==> config.mk <==
export PLATFORM = sky130hd
export DESIGN_NAME = cv32e40p_instr_realigner
export DESIGN_NICKNAME = d
export VERILOG_FILES = /design/src/rtl/cv32e40p_instr_realigner.sv
export SDC_FILE = /design/constraint.sdc
export NUM_CORES = 1
export LEC_CHECK = 0
export CORE_MARGIN = 2
export CORE_UTILIZATION = 50
export CTS_CLUSTER_DIAMETER = 150
export DETAILED_ROUTE_END_ITERATION = 10
export PLACE_DENSITY_LB_ADDON = 0.2
export SLEW_MARGIN = 20
export SYNTH_ARGS = -nofsm -noshare
export SYNTH_HDL_FRONTEND = slang
export SYNTH_SLANG_ARGS = --single-unit
==> constraint.sdc <==
create_clock -name clk -period 4.58 [get_ports clk]
set_input_delay 0.916 -clock clk [delete_from_list [all_inputs] [get_ports clk]]
set_output_delay 0.916 -clock clk [all_outputs]
set_load 0.05 [all_outputs]
==> src/rtl/cv32e40p_instr_realigner.sv <==
// Fetch-side realigner: buffers 32-bit fetch words and emits one aligned
// 16/32-bit instruction per handshake, with its PC and a compressed flag.
module cv32e40p_instr_realigner #(
    parameter int DEPTH         = 2,
    parameter bit COMPRESSED_EN = 1'b1
) (
    input  logic        clk,
    input  logic        rst_n,
    input  logic        branch_i,
    input  logic [31:0] branch_addr_i,
    input  logic        fetch_valid_i,
    output logic        fetch_ready_o,
    input  logic [31:0] fetch_rdata_i,
    output logic        instr_valid_o,
    input  logic        instr_ready_i,
    output logic [31:0] instr_rdata_o,
    output logic [31:0] instr_addr_o,
    output logic        is_compressed_o,
    output logic        illegal_c_o
);
    localparam int AW = $clog2(DEPTH);
    localparam logic [AW:0] FULL_CNT = DEPTH[AW:0];

    typedef enum logic [1:0] {S_ALIGNED, S_MISALIGNED, S_SKIP} state_t;

    state_t          r_state, w_state_nxt;
    logic [31:0]     r_mem [DEPTH];
    logic [AW-1:0]   r_wptr, r_rptr;
    logic [AW:0]     r_cnt;
    logic [15:0]     r_res, w_res_nxt;
    logic [31:0]     r_pc, w_pc_nxt;
    logic [31:0]     w_head, w_rdata;
    logic            w_empty, w_push, w_pop, w_valid, w_comp, w_hs;

    assign w_empty       = (r_cnt == '0);
    assign w_head        = r_mem[r_rptr];
    assign fetch_ready_o = (r_cnt != FULL_CNT);
    // A flush drops any word offered in the same cycle.
    assign w_push        = fetch_valid_i && fetch_ready_o && !branch_i;

    always_comb begin
        w_valid     = 1'b0;
        w_comp      = 1'b0;
        w_rdata     = '0;
        w_pop       = 1'b0;
        w_state_nxt = r_state;
        w_res_nxt   = r_res;
        w_pc_nxt    = r_pc;
        case (r_state)
            S_ALIGNED: begin
                if (!w_empty) begin
                    w_valid = 1'b1;
                    if (w_head[1:0] != 2'b11) begin
                        w_comp  = 1'b1;
                        w_rdata = {16'h0, w_head[15:0]};
                    end else begin
                        w_rdata = w_head;
                    end
                end
            end
            S_MISALIGNED: begin
                // A compressed residual needs nothing from the FIFO.
                if (r_res[1:0] != 2'b11) begin
                    w_valid = 1'b1;
                    w_comp  = 1'b1;
                    w_rdata = {16'h0, r_res};
                end else if (!w_empty) begin
                    w_valid = 1'b1;
                    w_rdata = {w_head[15:0], r_res};
                end
            end
            S_SKIP: begin
                if (!w_empty) begin
                    w_pop       = 1'b1;
                    w_res_nxt   = w_head[31:16];
                    w_state_nxt = S_MISALIGNED;
                end
            end
            default: ;
        endcase
        if (branch_i) w_valid = 1'b0;
        w_hs = w_valid && instr_ready_i;
        if (w_hs) begin
            w_pc_nxt = r_pc + (w_comp ? 32'd2 : 32'd4);
            if (r_state == S_ALIGNED) begin
                w_pop = 1'b1;
                if (w_comp) begin
                    w_res_nxt   = w_head[31:16];
                    w_state_nxt = S_MISALIGNED;
                end
            end else if (!w_comp) begin
                w_pop     = 1'b1;
                w_res_nxt = w_head[31:16];
            end else begin
                w_state_nxt = S_ALIGNED;
            end
        end
        if (branch_i) begin
            w_pop       = 1'b0;
            w_pc_nxt    = branch_addr_i & ~32'd1;
            w_state_nxt = branch_addr_i[1] ? S_SKIP : S_ALIGNED;
        end
    end

    always_ff @(posedge clk) begin
        if (w_push) r_mem[r_wptr] <= fetch_rdata_i;
    end

    always_ff @(posedge clk or negedge rst_n) begin
        if (!rst_n) begin
            r_state <= S_ALIGNED;
            r_pc    <= '0;
            r_res   <= '0;
            r_wptr  <= '0;
            r_rptr  <= '0;
            r_cnt   <= '0;
        end else begin
            r_state <= w_state_nxt;
            r_pc    <= w_pc_nxt;
            r_res   <= w_res_nxt;
            if (branch_i) begin
                r_wptr <= '0;
                r_rptr <= '0;
                r_cnt  <= '0;
            end else begin
                if (w_push) r_wptr <= r_wptr + 1'b1;
                if (w_pop)  r_rptr <= r_rptr + 1'b1;
                case ({w_push, w_pop})
                    2'b10:   r_cnt <= r_cnt + 1'b1;
                    2'b01:   r_cnt <= r_cnt - 1'b1;
                    default: ;
                endcase
            end
        end
    end

    // Data outputs read as zero whenever no instruction is offered.
    assign instr_valid_o   = w_valid;
    assign instr_rdata_o   = w_valid ? w_rdata : 32'h0;
    assign instr_addr_o    = r_pc;
    assign is_compressed_o = w_valid && w_comp;
    assign illegal_c_o     = w_valid && w_comp && !COMPRESSED_EN;
endmodule

==> results of run 1 <==
==> logic make-up (layout without fill, tap and decap cells) <==
| group | Yosys count | in the layout | synth area share |
|---|---|---|---|
| AOI/OAI and AO/OA | 116 | 116 | 0.143 |
| xor gates and xnor gates | 4 | 4 | 0.00598 |
| adders and majority gates | 3 | 3 | 0.00769 |
| buffers and inverters | 46 | 187 | 0.0320 |
| DFF | 117 | 117 | 0.555 |
| muxes | 52 | 52 | 0.0959 |
| other | 1 | 2 | 0.000640 |
| and+or+nand+nor | 181 | 181 | 0.160 |
==> placed cells by master (no fill, tap or decap), drive strengths merged, types with 7 or more instances in the layout <==
master	Yosys	final
clkdlybuf4s50	0	98
a31oi	21	21
nor2	79	79
o31ai	14	14
mux2	33	33
a21oi	7	7
buf	12	47
a22oi	29	29
o211ai	7	7
clkbuf	24	18
o21ai	10	10
nand4	12	12
mux2i	19	19
edfxtp	64	64
nand3	10	10
or4	15	15
or3	7	7
nand2	16	16
inv	10	12
dfrtp	53	53
==> critical path, stage by stage, from the launching register on <==
cell       delay, ps
dfrtp_2          620
nand3b_1         220
nand4b_1         110
a21oi_1          380
ha_1             250
inv_1             60
fa_1             430
nand4b_1         440
a2111oi_2        680
a311oi_1         190
a311oi_1         240
==> routing by layer <==
| metal | routed length [um] | vias up |
|---|---|---|
| li1 | - | 2264 |
| met4 | 346 | 0 |
| met1 | 6260 | 2402 |
| met2 | 7680 | 247 |
| met5 | 0 | - |
| met3 | 1230 | 27 |
==> sequential cells by signal (all words and copies together), names as in the netlist <==
register      cells
r_res            16
r_state           2
r_mem            64
r_wptr            1
r_cnt             2
instr_addr_o     31
r_rptr            1
==> worst paths after layout <==
kind | startpoint | to | slack, ps | depth (start not counted)
setup reg to reg | r_rptr | instr_addr_o[13] | 860 | 10
hold / removal | r_res[14] | r_res[14] | 490 | 1
setup / recovery | r_rptr | instr_addr_o[13] | 860 | 10
min in group asynchronous | rst_n | instr_addr_o[14] | 640 | 2
max in group asynchronous | rst_n | r_rptr | 3430 | 2
hold reg to reg | r_res[14] | r_res[14] | 490 | 1
==> stage by stage <==
step	cell area (um2)	cells	setup slack, ps	power [mW]	hold slack [ps]
after global placement	7670	773	991	2.92	470
after global routing	8230	805	624	4.42	522
final	8230	805	859	4.22	495
after CTS	8230	805	800	4.22	494
after floorplan	5860	521	401	2.45	459
after detailed placement	7670	773	917	2.97	475
==> layout make-up <==
cell class	count	area [um2]	share of cell area
multi-input combinational	358	2440	0.297
clock inverter	14	131	0.0160
tap	143	179	0.0217
clock buffer	18	429	0.0522
timing repair buffer	145	1760	0.214
sequential	117	3250	0.395
inverter	10	37.5	0.00456
==> where the power goes <==
group          internal, mW  leakage [nW]  switching, mW
Clock                 0.748         0.253          0.492
Combinational         0.618          1.44          0.885
Sequential             1.30          1.20          0.170
==> flow_summary.ini, run 1 <==
[status]
status = finished clean

[floorplanning]
ios = 137
num_rows = 39
die_area_mm2 = 0.0126
initial_core_util = 0.513
core_mm2 = 0.0114
fp.dieH_um = 112
fp.dieW_um = 112

[power_and_ir_drop]
peakVddDrop_v = 0.000291
p_leak_nw = 2.90
powerDensity_mw_per_mm2 = 513

[global_route]
gr-total-overflow = 0
grt_use_met2 = 0.416
met1_usage = 0.307
grt-busiest-layer = met2
grt_usage = 0.249
grt_pass1_vias = 5078
grt_pass1_wl_um = 25000
grt_max_degree = 54
antenna_found_initial = 0
gr-usage-met3 = 0.0680

[sta]
setup_viol = 0
tightest_slew_ps = 1060
timing.fmax_mhz = 269
skew_ps = 5.84
fin_tns_setup_ps = 0
slew_viol_final = 0
min_period_ps = 3720
rsz0062_at_grt = no
finalCritPeriodShare = 0.812
hold_viol_final = 0
relSlewSlack = 0.288

[clock_tree]
htreeDepth = 4
clock-sinks = 117
cts_tree = built
clock_tree.root_cell = clkbuf_16
clkTransAtPathRegs_ps = 60
hold_buffers = 0
insertion_delay_ps = 410
cts_buffers = 17
ctsLongestPathBuffers = 2
cts_resized = 0
post_cts_buffers = 0

[synthesis]
netlist_top_cells_count = 79 x nor2_1, 64 x edfxtp_1, 53 x dfrtp_1
synthCells = 520
ys.flop_type = edfxtp_1
yosysWarnings = 0
avgSynthCellArea_um2 = 11.3
synth_edf_count = 64
synthTopCellsByArea = edfxtp_1 33%, dfrtp_1 23%, mux2_2 5.8%, nor2_1 5.1%, a22oi_1 3.7%
synth_top_area_cell = edfxtp_1
ys_seq_area_frac = 0.555
async_flop_share = 0.453
synth_top_area_frac = 0.328
yosysMostFrequentCell = nor2_1
ys_types = 62
synth_area_mm2 = 0.00586
synth-seq-cells = 117

[routing]
first_pass_iters = 5
drcViolationCount = 0
wl_um = 15500
drt_iter0_markers = 364
num_vias = 4940
post_drt_wl_per_cell_um = 19.3
viasPerCell = 6.14
postRouteAntennaNets = 0

[placed_design]
gp_congestion = 0.822
io_buffers = 133
dp_hpwl_um = 10400

[run]
drv_cap = 0

[cells_and_area]
area_growth_pct = 40.5
nFillCells = 811
final_core_util = 0.721
final_nets = 721
layout-drive-gt1-share = 0.181
diodes = 0

[critical_path]
startpoint_type = register
cp-end-kind = register
required_ps = 4880
path_max_fanout = 16
arrival_ps = 4030
critPathKind = register to register

[min_path]
hp-class = register to register
No activity file was read; power rests on OpenSTA's default activity.
==> run 2, diff against run 1 <==
==> constraint.sdc (replaced) <==
create_clock -name clk -period 3.46 [get_ports clk]
set_input_delay 0.692 -clock clk [delete_from_list [all_inputs] [get_ports clk]]
set_output_delay 0.692 -clock clk [all_outputs]
set_load 0.05 [all_outputs]
==> run 2 against run 1 <==
Global-route usage is 1.1 points higher; non-clock buffer count grew 12; combinational power is 42% higher; routed wire length up 4.1%; cell count increased by 1.5%; critical endpoint is now instr_addr_o[21]; critical path type unchanged; largest power group unchanged.
==> flow_summary.ini, run 2 (synthesis gave the netlist of run 1 again) <==
[sta]
hold_viol_final = 0
rsz0062_at_grt = no
relSlewSlack = 0.304
slew_viol_final = 0
min_period_ps = 3240
layout_setup_ws_ps = 222
timing.fmax_mhz = 309
skew_ps = 5.84
fin_tns_setup_ps = 0
tightest_slew_ps = 1040
finalCritPeriodShare = 0.936
setup_viol = 0

[routing]
num_vias = 5075
post_drt_wl_per_cell_um = 19.8
postRouteAntennaNets = 0
viasPerCell = 6.21
first_pass_iters = 7
drcViolationCount = 0
drt_iter0_markers = 483
wl_um = 16100

[critical_path]
cp-startpoint = r_state[0]
startpoint_type = register
worstRegToRegCells = 9
r2r_end = instr_addr_o[21]
critPathKind = register to register
required_ps = 3800
reg2reg_from = r_state[0]
path_max_fanout = 12
reg2reg_slack_ps = 220
arrival_ps = 3570
cp-end-kind = register

[global_route]
gr-total-overflow = 0
grt_usage = 0.260
antenna_found_initial = 0
grt_pass1_vias = 5086
grt_max_degree = 45
grt_pass1_wl_um = 25700

[clock_tree]
clock_tree.root_cell = clkbuf_16
hold_buffers = 0
insertion_delay_ps = 420
cts_resized = 0
ctsLongestPathBuffers = 2
post_cts_buffers = 0
cts_tree = built
clkTransAtPathRegs_ps = 60
clock-sinks = 117
htreeDepth = 4
cts_buffers = 17

[power_and_ir_drop]
powerDensity_mw_per_mm2 = 688
p_leak_nw = 2.98
intPower_mw = 3.66
power_frac_comb = 0.369
switching_share = 0.364
peakVddDrop_v = 0.000436
total_power_mw = 5.75
switchingPower_mw = 2.09
power_frac_seq = 0.334
clockPowerShare = 0.297

[placed_design]
pre_cts_slack_ps = 263
io_buffers = 133
gp_congestion = 0.890
dp_hpwl_um = 10800
place_inst = 785

[cells_and_area]
diodes = 0
top_register = r_mem
final_core_util = 0.733
layout-drive-gt1-share = 0.197
final_cell_mix = 98 x clkdlybuf4s50_1, 78 x nor2_1, 64 x edfxtp_1
stdcell_count = 817
final_nets = 733
layout_commonest_cell = clkdlybuf4s50_1
area_growth_pct = 42.9
largest_reg_flops = 64

[floorplanning]
initial_core_util = 0.513
die_area_mm2 = 0.0126
fp.dieH_um = 112
ios = 137
fp.dieW_um = 112
num_rows = 39
core_mm2 = 0.0114

[status]
status = finished clean

[run]
drv_cap = 0

[min_path]
hp-class = primary input to asynchronous set/reset pin
==> run 2: through the flow <==
step | area (um2) | hold WS, ps
final | 8370 | 217
after floorplan | 5870 | 396
after global routing | 8370 | 228
after CTS | 8370 | 222
after global placement | 7760 | 470
after detailed placement | 7780 | 490
==> run 2: final cells by class <==
| cell class | count | area (um2) |
|---|---|---|
| clock buffer | 17 | 425 |
| tap | 143 | 179 |
| fill | 783 | 3050 |
| inverter | 10 | 37.5 |
| timing repair buffer | 157 | 1860 |
| multi-input combinational | 358 | 2460 |
| clock inverter | 15 | 158 |
| sequential | 117 | 3250 |
==> run 2: worst max-delay path, stage by stage (launching register included) <==
cell and delay, ps:
dfrtp_1 540, a21bo_2 300, a21oi_1 220, ha_1 220
inv_1 60, fa_1 420, and4b_1 310, o211ai_1 330
or4_1 580, a31oi_1 180
==> run 2: power by group through the flow <==
| stage | logic (mW) | clock network (mW) | registers (mW) |
|---|---|---|---|
| after floorplan | 1.25 | 0 | 2.00 |
| after global placement | 2.02 | 0 | 1.91 |
| after detailed placement | 2.09 | 0 | 1.93 |
| after CTS | 2.12 | 1.72 | 1.91 |
| after global routing | 2.27 | 1.81 | 1.94 |
| final | 2.13 | 1.71 | 1.92 |
==> run 2: metal layers <==
metal,track usage,up-vias,share of wire,wire length (um)
li1,-,2298,-,-
met2,0.455,249,0.52,8420
met3,0.0610,30,0.070,1130
met1,0.314,2498,0.39,6270
met4,0.0959,0,0.020,316
met5,0,-,0,0
==> run 2: worst max path at each step <==
stage	endpoint	slack [ps]	depth (start not counted)
2_1_floorplan	instr_addr_o[13]	360	11
3_3_place_gp	instr_addr_o[21]	360	9
3_5_place_dp	instr_addr_o[21]	260	9
4_1_cts	instr_addr_o[21]	240	9
5_1_grt	instr_addr_o[21]	30	9
6_report	instr_addr_o[21]	220	9
